[src/rtl/mips_pkg.sv]
// Shared fetch-stage types: FSM states, IF/ID register layout, reset PC and the syscall encoding.
package mips_pkg;

    localparam int          INSTR_W      = 32;
    localparam logic [31:0] RESET_PC_DEF = 32'h0000_0000;
    localparam logic [31:0] SYSCALL_WORD = 32'h0000_000C;

    typedef enum logic [1:0] {
        BOOT = 2'd0,
        RUN  = 2'd1,
        HALT = 2'd2
    } fetch_state_t;

    typedef struct packed {
        logic               valid;
        logic [INSTR_W-1:0] instr;
        logic [31:0]        pc;
        logic [31:0]        pc_plus4;
    } if_id_t;

endpackage

[src/rtl/fetch_stage_if.sv]
// Fetch -> decode handshake bundle: IF/ID contents with valid/ready.
interface fetch_stage_if #(
    parameter int DATA_SIZE = 32
);
    logic                 id_valid;
    logic                 id_ready;
    logic [DATA_SIZE-1:0] id_instr;
    logic [31:0]          id_pc;
    logic [31:0]          id_pc_plus4;

    modport master (output id_valid, id_instr, id_pc, id_pc_plus4, input id_ready);
    modport slave  (input id_valid, id_instr, id_pc, id_pc_plus4, output id_ready);
endinterface

[src/rtl/fetch_pc_reg.sv]
// Program counter register with next-pc mux: redirect (word aligned) > advance (+4, wraps) > hold.
module fetch_pc_reg #(
    parameter logic [31:0] RESET_PC = 32'h0000_0000
) (
    input  logic        clk,
    input  logic        rst_n,
    input  logic        redirect_i,
    input  logic [31:0] target_i,
    input  logic        advance_i,
    output logic [31:0] pc_o
);

    logic [31:0] pc_q;
    logic [31:0] pc_d;

    always_comb begin
        pc_d = pc_q;
        if (redirect_i) begin
            pc_d = target_i & ~32'h0000_0003;
        end else if (advance_i) begin
            pc_d = pc_q + 32'd4;
        end
    end

    always_ff @(posedge clk or negedge rst_n) begin
        if (!rst_n) begin
            pc_q <= RESET_PC;
        end else begin
            pc_q <= pc_d;
        end
    end

    assign pc_o = pc_q;

endmodule

[src/rtl/fetch_stage.sv]
// MIPS instruction fetch: PC, combinational ROM lookup, IF/ID register with valid/ready to decode.
// Optional FETCH_HALT_EN: a captured syscall word parks fetch in HALT until a redirect.
module fetch_stage
    import mips_pkg::*;
#(
    parameter int          DATA_SIZE  = INSTR_W,
    parameter int          SELEC_SIZE = 32,
    parameter logic [31:0] RESET_PC   = RESET_PC_DEF
) (
    input  logic                  clk,
    input  logic                  rst_n,
    output logic [SELEC_SIZE-1:0] rom_address,
    input  logic [DATA_SIZE-1:0]  rom_out,
    input  logic                  redirect_valid,
    input  logic [31:0]           redirect_pc,
    fetch_stage_if.master         id,
    output logic                  halted
);

    fetch_state_t state_q, state_d;
    if_id_t       ifid_q, ifid_d;
    logic [31:0]  pc;
    logic         pc_redirect;
    logic         pc_advance;
    logic         hold;

    fetch_pc_reg #(.RESET_PC(RESET_PC)) u_pc (
        .clk        (clk),
        .rst_n      (rst_n),
        .redirect_i (pc_redirect),
        .target_i   (redirect_pc),
        .advance_i  (pc_advance),
        .pc_o       (pc)
    );

    assign rom_address = SELEC_SIZE'({2'b00, pc[31:2]});
    assign hold        = ifid_q.valid & ~id.id_ready;

    always_comb begin
        state_d     = state_q;
        ifid_d      = ifid_q;
        pc_redirect = 1'b0;
        pc_advance  = 1'b0;
        unique case (state_q)
            BOOT: begin
                pc_redirect = redirect_valid;
                state_d     = RUN;
            end
            RUN: begin
                if (redirect_valid) begin
                    // Redirect kills whatever sits in IF/ID, even if decode is taking it now.
                    pc_redirect  = 1'b1;
                    ifid_d.valid = 1'b0;
                end else if (!hold) begin
                    pc_advance      = 1'b1;
                    ifid_d.valid    = 1'b1;
                    ifid_d.instr    = INSTR_W'(rom_out);
                    ifid_d.pc       = pc;
                    ifid_d.pc_plus4 = pc + 32'd4;
`ifdef FETCH_HALT_EN
                    if (rom_out == DATA_SIZE'(SYSCALL_WORD)) begin
                        state_d = HALT;
                    end
`endif
                end
            end
`ifdef FETCH_HALT_EN
            HALT: begin
                if (redirect_valid) begin
                    pc_redirect  = 1'b1;
                    ifid_d.valid = 1'b0;
                    state_d      = RUN;
                end else if (ifid_q.valid && id.id_ready) begin
                    ifid_d.valid = 1'b0;
                end
            end
`endif
            default: state_d = BOOT;
        endcase
    end

    always_ff @(posedge clk or negedge rst_n) begin
        if (!rst_n) begin
            state_q <= BOOT;
            ifid_q  <= '0;
        end else begin
            state_q <= state_d;
            ifid_q  <= ifid_d;
        end
    end

    assign id.id_valid    = ifid_q.valid;
    assign id.id_instr    = DATA_SIZE'(ifid_q.instr);
    assign id.id_pc       = ifid_q.pc;
    assign id.id_pc_plus4 = ifid_q.pc_plus4;

`ifdef FETCH_HALT_EN
    assign halted = (state_q == HALT);
`else
    assign halted = 1'b0;
`endif

endmodule

[src/flat_wrapper.sv]
// flat-port wrapper written by rule: the top's interface ports become plain ports
module fetch_stage_flat import mips_pkg::*;
#(
    parameter int          DATA_SIZE  = INSTR_W,
    parameter int          SELEC_SIZE = 32,
    parameter logic [31:0] RESET_PC   = RESET_PC_DEF
)
  (clk, rst_n, rom_address, rom_out, redirect_valid, redirect_pc, halted, id_id_valid, id_id_instr, id_id_pc, id_id_pc_plus4, id_id_ready);
  fetch_stage_if #(.DATA_SIZE(DATA_SIZE)) id_i ();
  input  logic clk;
  input  logic rst_n;
  output logic [SELEC_SIZE-1:0] rom_address;
  input  logic [DATA_SIZE-1:0] rom_out;
  input  logic redirect_valid;
  input  logic [31:0] redirect_pc;
  output logic halted;
  output wire logic [$bits(id_i.id_valid)-1:0] id_id_valid;
  output wire logic [$bits(id_i.id_instr)-1:0] id_id_instr;
  output wire logic [$bits(id_i.id_pc)-1:0] id_id_pc;
  output wire logic [$bits(id_i.id_pc_plus4)-1:0] id_id_pc_plus4;
  input wire logic [$bits(id_i.id_ready)-1:0] id_id_ready;
  assign id_id_valid = id_i.id_valid;
  assign id_id_instr = id_i.id_instr;
  assign id_id_pc = id_i.id_pc;
  assign id_id_pc_plus4 = id_i.id_pc_plus4;
  assign id_i.id_ready = id_id_ready;
  fetch_stage #(.DATA_SIZE(DATA_SIZE), .SELEC_SIZE(SELEC_SIZE), .RESET_PC(RESET_PC)) u_core (.clk(clk), .rst_n(rst_n), .rom_address(rom_address), .rom_out(rom_out), .redirect_valid(redirect_valid), .redirect_pc(redirect_pc), .id(id_i), .halted(halted));
endmodule
[config.mk]
export PLATFORM = sky130hd
export DESIGN_NAME = fetch_stage_flat
export DESIGN_NICKNAME = d
export VERILOG_FILES = /design/src/rtl/mips_pkg.sv /design/src/rtl/fetch_stage_if.sv /design/src/rtl/fetch_pc_reg.sv /design/src/rtl/fetch_stage.sv /design/src/flat_wrapper.sv
export SDC_FILE = /design/constraint.sdc
export NUM_CORES = 1
export LEC_CHECK = 0
export CORE_MARGIN = 2
export CORE_UTILIZATION = 50
export CTS_BUF_LIST = sky130_fd_sc_hd__clkbuf_2 sky130_fd_sc_hd__clkbuf_4 sky130_fd_sc_hd__clkbuf_8
export CTS_CLUSTER_SIZE = 8
export DETAILED_ROUTE_END_ITERATION = 12
export GPL_TIMING_DRIVEN = 0
export PLACE_DENSITY = 0.85
export SETUP_SLACK_MARGIN = 0.1
export SYNTH_ARGS = -nofsm -noshare
export SYNTH_HDL_FRONTEND = slang
export SYNTH_SLANG_ARGS = --single-unit
[constraint.sdc]
create_clock -name clk -period 5.7 [get_ports clk]
set_input_delay 1.71 -clock clk [delete_from_list [all_inputs] [get_ports clk]]
set_output_delay 1.71 -clock clk [all_outputs]
set_load 0.1 [all_outputs]
==> impl_metrics.csv, run 1 <==
group,metric,value,unit
timing,clock_skew,11.21,ps
power_and_ir_drop,switching_share,0.4914,
worst_hold_path,worstHoldPathType,"reg2reg",
cts,ctsResizeCount,0,
power_and_ir_drop,combPwrFrac,0.463,
logic_synthesis,synth_seq_cells,124,
cells_and_area,utilization,0.7465,
floorplan,chipHeight,110.6,µm
timing,fin_crit,3908,ps
route,antenna_left,0,
logic_synthesis,synth_area,0.005687,mm²
logic_synthesis,ys_types,39,
timing,maxSlewViolCount,0,
cts,htreeDepth,4,
route,wl_per_cell,16.93,µm
cts,cts_tree,"yes",
timing,setup_viol,0,
power_and_ir_drop,pwr-share-seq,0.310,
status,status,"completed",
critical_path,cp_top_family,"buffers and inverters",
logic_synthesis,yosysWarnings,0,
timing,maxSlewHeadroom,0.3037,
critical_path,crit_fanout,5,
timing,finalHoldViolCount,0,
cts,cts_setup_buffers,0,
grt,grt_pass1_wl,27410,µm
critical_path,path_cells,"clkdlybuf4s50_1",
cts,clockRootBuffer,"clkbuf_8",
timing,rsz0062_at_grt,"no",
timing,worstMarginPinSlew,1041,ps
grt,grt_overflow_total,0,
placement,gp_congestion,0.8808,
critical_path,path_buf_inv,1,
critical_path,cp-end-kind,"primary output",
cts,cts.sinks,124,
cts,postCtsHoldBufs,0,
route,drt_pass1_iterations,5,
grt,antenna_found_initial,0,
floorplan,io_pins,198,
logic_synthesis,synthCells,644,
floorplan,die_w,110.6,µm
timing,layout_setup_ws,1792,ps
power_and_ir_drop,p_leak,3.645,nW
cells_and_area,nets,926,
floorplan,row_count,38,
critical_path,cp_slowest_cell,"clkdlybuf4s50_1",
floorplan,start_util,0.5178,
route,via_per_inst,5.232,
logic_synthesis,ys_seq_area_frac,0.5457,
power_and_ir_drop,clkPwrFrac,0.227,
timing,period_share,0.6856,
power_and_ir_drop,internal_power,1.831,mW
floorplan,dieArea,0.01224,mm²
critical_path,crit_type,"reg2out",
cts,clk-insertion-delay-late,450,ps
cells_and_area,nFillCells,771,
run,drv_cap,0,
placement,io_buffers,187,
power_and_ir_drop,power_density,439.0,mW/mm²
grt,grt_max_degree,64,
placement,hpwl,12290,µm
placement,dpl_worst_slack,1628,ps
power_and_ir_drop,vdd_drop_max,0.2841,mV
logic_synthesis,synth_area_per_cell,8.830,µm²
timing,setup_tns,0,ps
route,wl,17100,µm
route,vias,5284,
route,drtIter0Drc,308,
cts,cts.clk_slew.worst_paths,70,ps
route,drc,0,
floorplan,core,0.01098,mm²
cells_and_area,antenna_cells,0,
critical_path,cpPeakStageDelay,1210,ps
cells_and_area,area_growth,44.18,%
power_and_ir_drop,p_switching,1.769,mW
timing,fmax,0.2559,GHz
cts,cts_buffer_depth,2,
grt,grt_pass1_vias,5326,
critical_path,cp-start-kind,"flip-flop",
critical_path,cp.required,3990,ps
critical_path,cp_data_arrival_time,2200,ps
cells_and_area,drive_gt1_frac,0.07241,
cts,cts_made_buffers,17,
grt,groute.usage.overall,0.2835,
[cell usage in the layout, fill, tap and decap left out, drive strengths merged]
master           n
and3b            1
o21ai           59
and2             2
dfrtp          124
mux2i            2
nand2          263
clkbuf          57
clkdlybuf4s50  186
or2              1
mux2             1
o221ai           2
o311ai           1
clkinvlp         4
xor2            27
ha               1
clkinv           5
nand3b           1
inv              3
or3              4
buf             19
nor2            14
nor4             5
nor2b            2
conb             8
o22ai            1
and3             3
bufinv           3
nand4           17
xnor2           24
nand2b           1
nor3            11
nand3           18
[power by group through the flow]
stage / sequential [mW] / clock, mW / combinational [mW]
6_report: 1.12 / 0.816 / 1.67
5_1_grt: 1.13 / 0.855 / 1.73
4_1_cts: 1.12 / 0.821 / 1.67
3_5_place_dp: 1.13 / 0 / 1.67
3_3_place_gp: 1.12 / 0 / 1.65
2_1_floorplan: 2.14 / 0 / 0.216
[state kept, by name (all words and copies together) (netlist names)]
register and count:
u_core.id.id_instr 32, u_core.id.id_pc 30, u_core.id.id_pc_plus4 30, u_core.u_pc.pc_o 30, u_core.id.id_valid 1, u_core.state_q 1
[logic make-up after synthesis]
kind of cell    share of synthesized area
mux                              0.005501
simple gates                       0.2625
flops                              0.5457
xor+xnor                          0.07855
fa+ha+maj                        0.002200
compound gates                    0.05765
buf+inv                           0.04664
other cells                      0.001321
[path summary, 6_finish.rpt]
| check | slack [ps] | end | depth (start not counted) | startpoint |
|---|---|---|---|---|
| hold reg to reg | 480 | u_core.id.id_instr[16]$_DFFE_PN0P_ | 2 | u_core.id.id_instr[16]$_DFFE_PN0P_ |
| setup / recovery | 1790 | rom_address[28] | 1 | u_core.u_pc.pc_o[30]$_DFFE_PN0P_ |
| setup reg to reg | 3400 | u_core.u_pc.pc_o[13]$_DFFE_PN0P_ | 7 | u_core.id.id_valid$_DFFE_PN0P_ |
| max in group asynchronous | 3770 | u_core.id.id_pc[7]$_DFFE_PN0P_ | 2 | rst_n |
| min in group asynchronous | 1220 | u_core.id.id_pc[15]$_DFFE_PN0P_ | 1 | rst_n |
| hold / removal | 480 | u_core.id.id_instr[16]$_DFFE_PN0P_ | 2 | u_core.id.id_instr[16]$_DFFE_PN0P_ |
[per-stage QoR]
stage                     power, mW  cell area (µm²)  hold slack (ps)  cells
final                         3.600             8199            479.3   1010
after global routing          3.715             8199            501.9   1010
after CTS                     3.611             8199            481.4   1010
after detailed placement      2.797             7785            464.0    978
after global placement        2.774             7756            456.8    977
after floorplan               2.352             5709            496.9    650
[synthesized netlist by cell type (all sizes together)]
cell type  instances  area [µm²]
nand2            263       987.2
nor3              11       55.05
xnor2             24       210.2
xor2              27       236.5
o311ai             1       8.760
nor2              14       55.06
and3b              1       8.760
nand4             17       136.4
mux2               1       11.26
nand3             18       90.09
clkbuf            37       141.4
and3               3       20.02
nor4               5       67.56
nand2b             1       6.260
o21ai             59       295.3
conb               2       7.510
o22ai              1       6.260
and2               2       12.51
or3                4       27.52
dfrtp            124        3103
mux2i              2       20.02
ha                 1       12.51
o221ai             2       17.52
inv                3       11.26
or2                1       6.260
nand3b             1       7.510
buf               17       112.6
nor2b              2       12.51
[routing by layer]
| metal | part of all wire | global-route usage | vias to the layer above | wire, µm |
|---|---|---|---|---|
| li1 | - | - | 2486 | - |
| met4 | 0.026 | 0.1108 | 0 | 438 |
| met5 | 0 | 0 | - | 0 |
| met2 | 0.47 | 0.4577 | 225 | 8084 |
| met3 | 0.091 | 0.1004 | 39 | 1561 |
| met1 | 0.41 | 0.3503 | 2534 | 7015 |
[final cells by class]
type | count | area [µm²] | share of cell area
sequential | 124 | 3103 | 0.3785
multi-input combinational | 469 | 2341 | 0.2855
timing repair buffer | 188 | 1901 | 0.2318
clock buffer | 20 | 269.0 | 0.03281
buffer | 54 | 254.0 | 0.03098
tap | 140 | 175.2 | 0.02136
clock inverter | 12 | 145.1 | 0.01770
inverter | 3 | 11.26 | 0.001373
Power figures use the tool's default switching activity.
==> run 2, diff against run 1 <==
--- a/config.mk
+++ b/config.mk
@@ -6,12 +6,12 @@
 export NUM_CORES = 1
 export LEC_CHECK = 0
 export CORE_MARGIN = 2
-export CORE_UTILIZATION = 50
+export CORE_UTILIZATION = 47
 export CTS_BUF_LIST = sky130_fd_sc_hd__clkbuf_2 sky130_fd_sc_hd__clkbuf_4 sky130_fd_sc_hd__clkbuf_8
 export CTS_CLUSTER_SIZE = 8
 export DETAILED_ROUTE_END_ITERATION = 12
 export GPL_TIMING_DRIVEN = 0
-export PLACE_DENSITY = 0.85
+export PLACE_DENSITY = 0.81
 export SETUP_SLACK_MARGIN = 0.1
 export SYNTH_ARGS = -nofsm -noshare
 export SYNTH_HDL_FRONTEND = slang
==> constraint.sdc (replaced) <==
create_clock -name clk -period 4.1 [get_ports clk]
set_input_delay 1.23 -clock clk [delete_from_list [all_inputs] [get_ports clk]]
set_output_delay 1.23 -clock clk [all_outputs]
set_load 0.1 [all_outputs]
==> impl_metrics.csv, run 2 (synthesized netlist as in run 1, its figures left out) <==
group,metric,value,unit
route,wl_per_cell,16.70,µm
critical_path,cp_top_family,"buffers and inverters",
grt,grt_max_degree,89,
route,vias,5317,
route,drtIter0Drc,329,
route,antenna_left,0,
cts,ctsResizeCount,0,
worst_hold_path,holdPathEnd,"u_core.id.id_instr[8]$_DFFE_PN0P_",
critical_path,crit_type,"reg2out",
critical_path,ff2ff_setup_slack,1870,ps
cts,clk-insertion-delay-late,430,ps
cells_and_area,antenna_cells,0,
cells_and_area,final_common_cell,"nand2_1",
floorplan,io_pins,198,
grt,grt_pass1_vias,5382,
timing,clock_skew,11.22,ps
critical_path,cp-start-kind,"flip-flop",
route,via_per_inst,5.249,
floorplan,die_w,114.0,µm
critical_path,cpPeakStageDelay,1220,ps
cells_and_area,fin_area,0.008154,mm²
grt,antenna_found_initial,0,
worst_hold_path,min_path_cells,2,
timing,worstMarginPinSlew,1022,ps
critical_path,crit_fanout,7,
timing,fmax,0.2922,GHz
grt,grt_overflow_total,0,
cells_and_area,nets,926,
critical_path,cp-end-kind,"primary output",
route,drt_pass1_iterations,6,
cells_and_area,area_growth,43.39,%
timing,maxSlewViolCount,0,
cells_and_area,final_cell_mix,"nand2_1, clkdlybuf4s50_1, dfrtp_1",
critical_path,rr_endpoint,"u_core.id.id_instr[13]$_DFFE_PN0P_",
critical_path,path_buf_inv,1,
route,drc,0,
cts,cts.clk_slew.worst_paths,70,ps
timing,rsz0062_at_grt,"no",
grt,groute.usage.overall,0.2707,
floorplan,dieArea,0.01299,mm²
critical_path,cp.required,2870,ps
status,status,"completed",
cells_and_area,nFillCells,945,
placement,io_buffers,187,
cells_and_area,drive_gt1_frac,0.06813,
timing,finalHoldViolCount,0,
cts,cts_made_buffers,17,
cts,htreeDepth,4,
floorplan,start_util,0.4774,
worst_hold_path,worstHoldStart,"u_core.id.id_instr[8]$_DFFE_PN0P_",
power_and_ir_drop,vdd_drop_max,0.3619,mV
cts,cts.sinks,124,
power_and_ir_drop,power_density,597.8,mW/mm²
run,drv_cap,0,
cts,clockRootBuffer,"clkbuf_8",
placement,placed_area,0.007794,mm²
placement,hpwl,12320,µm
power_and_ir_drop,p_leak,3.621,nW
cts,postCtsHoldBufs,0,
critical_path,cp_data_arrival_time,2190,ps
timing,layout_setup_ws,677.7,ps
floorplan,row_count,40,
timing,whs,474.9,ps
cts,cts_buffer_depth,2,
timing,maxSlewHeadroom,0.3168,
route,wl,16920,µm
placement,gp_congestion,0.8674,
cts,cts_tree,"yes",
critical_path,cp_slowest_cell,"clkdlybuf4s50_1",
placement,dpl_worst_slack,499.8,ps
timing,fin_crit,3422,ps
critical_path,worst-r2r-cell-count,7,
timing,period_share,0.8347,
floorplan,chipHeight,114.0,µm
cts,cts_setup_buffers,0,
critical_path,regToRegStartpoint,"u_core.id.id_valid$_DFFE_PN0P_",
cells_and_area,largest_register_ffs,32,
worst_hold_path,worstHoldPathType,"reg2reg",
grt,grt_pass1_wl,27480,µm
critical_path,path_cells,"clkdlybuf4s50_1",
timing,setup_viol,0,
floorplan,core,0.01191,mm²
-- run 2: cell types whose count changed in the layout (fill, tap and decap cells not counted) --
| cell | before | now |
|---|---|---|
| clkinvlp_4 | 4 | 3 |
| clkbuf_8 | 19 | 18 |
| bufinv_16 | 3 | 2 |
| clkinv_2 | 5 | 3 |
| clkbuf_4 | 1 | 2 |
-- run 2: worst max path at each step --
stage | startpoint | endpoint | slack (ps) | depth (start not counted)
6_report | u_core.u_pc.pc_o[12]$_DFFE_PN0P_ | rom_address[10] | 680 | 1
5_1_grt | u_core.u_pc.pc_o[12]$_DFFE_PN0P_ | rom_address[10] | 640 | 1
4_1_cts | u_core.u_pc.pc_o[12]$_DFFE_PN0P_ | rom_address[10] | 670 | 1
3_5_place_dp | id_id_ready | u_core.id.id_instr[13]$_DFFE_PN0P_ | 500 | 8
3_3_place_gp | rst_n | u_core.id.id_instr[31]$_DFFE_PN0P_ | -2940 | 1
2_1_floorplan | redirect_valid | u_core.id.id_instr[0]$_DFFE_PN0P_ | 1520 | 7
-- run 2: area by class of cell --
cell class	count	area, µm²	share of cell area
Multi-Input combinational cell	469	2341	0.2871
Inverter	3	11.26	0.001381
Sequential cell	124	3103	0.3805
Clock buffer	20	262.8	0.03222
Timing Repair Buffer	188	1901	0.2331
Clock inverter	8	97.59	0.01197
Buffer	54	254.0	0.03115
Tap cell	147	183.9	0.02256
-- run 2: power by group --
part	total (mW)	internal (mW)	switching [mW]
Clock	1.01	0.552	0.457
Sequential	1.55	1.42	0.135
Combinational	2.31	0.497	1.82
-- run 2: per-layer routing --
layer	vias to the layer above	share of wire	global-route usage
li1	2484	-	-
met1	2581	0.41	0.3437
met2	215	0.50	0.4520
met3	37	0.068	0.07014
met4	0	0.025	0.09268
met5	-	0	0
-- run 2: per-stage QoR --
stage | utilization | power [mW] | setup TNS (ps) | instances
floorplan | - | 3.270 | 0 | 650
global placement | 0.6519 | 3.851 | -363640 | 984
detailed placement | 0.6543 | 3.886 | 0 | 985
CTS | 0.6846 | 4.898 | 0 | 1013
global route | 0.6846 | 5.063 | 0 | 1013
finish | 0.6846 | 4.875 | 0 | 1013
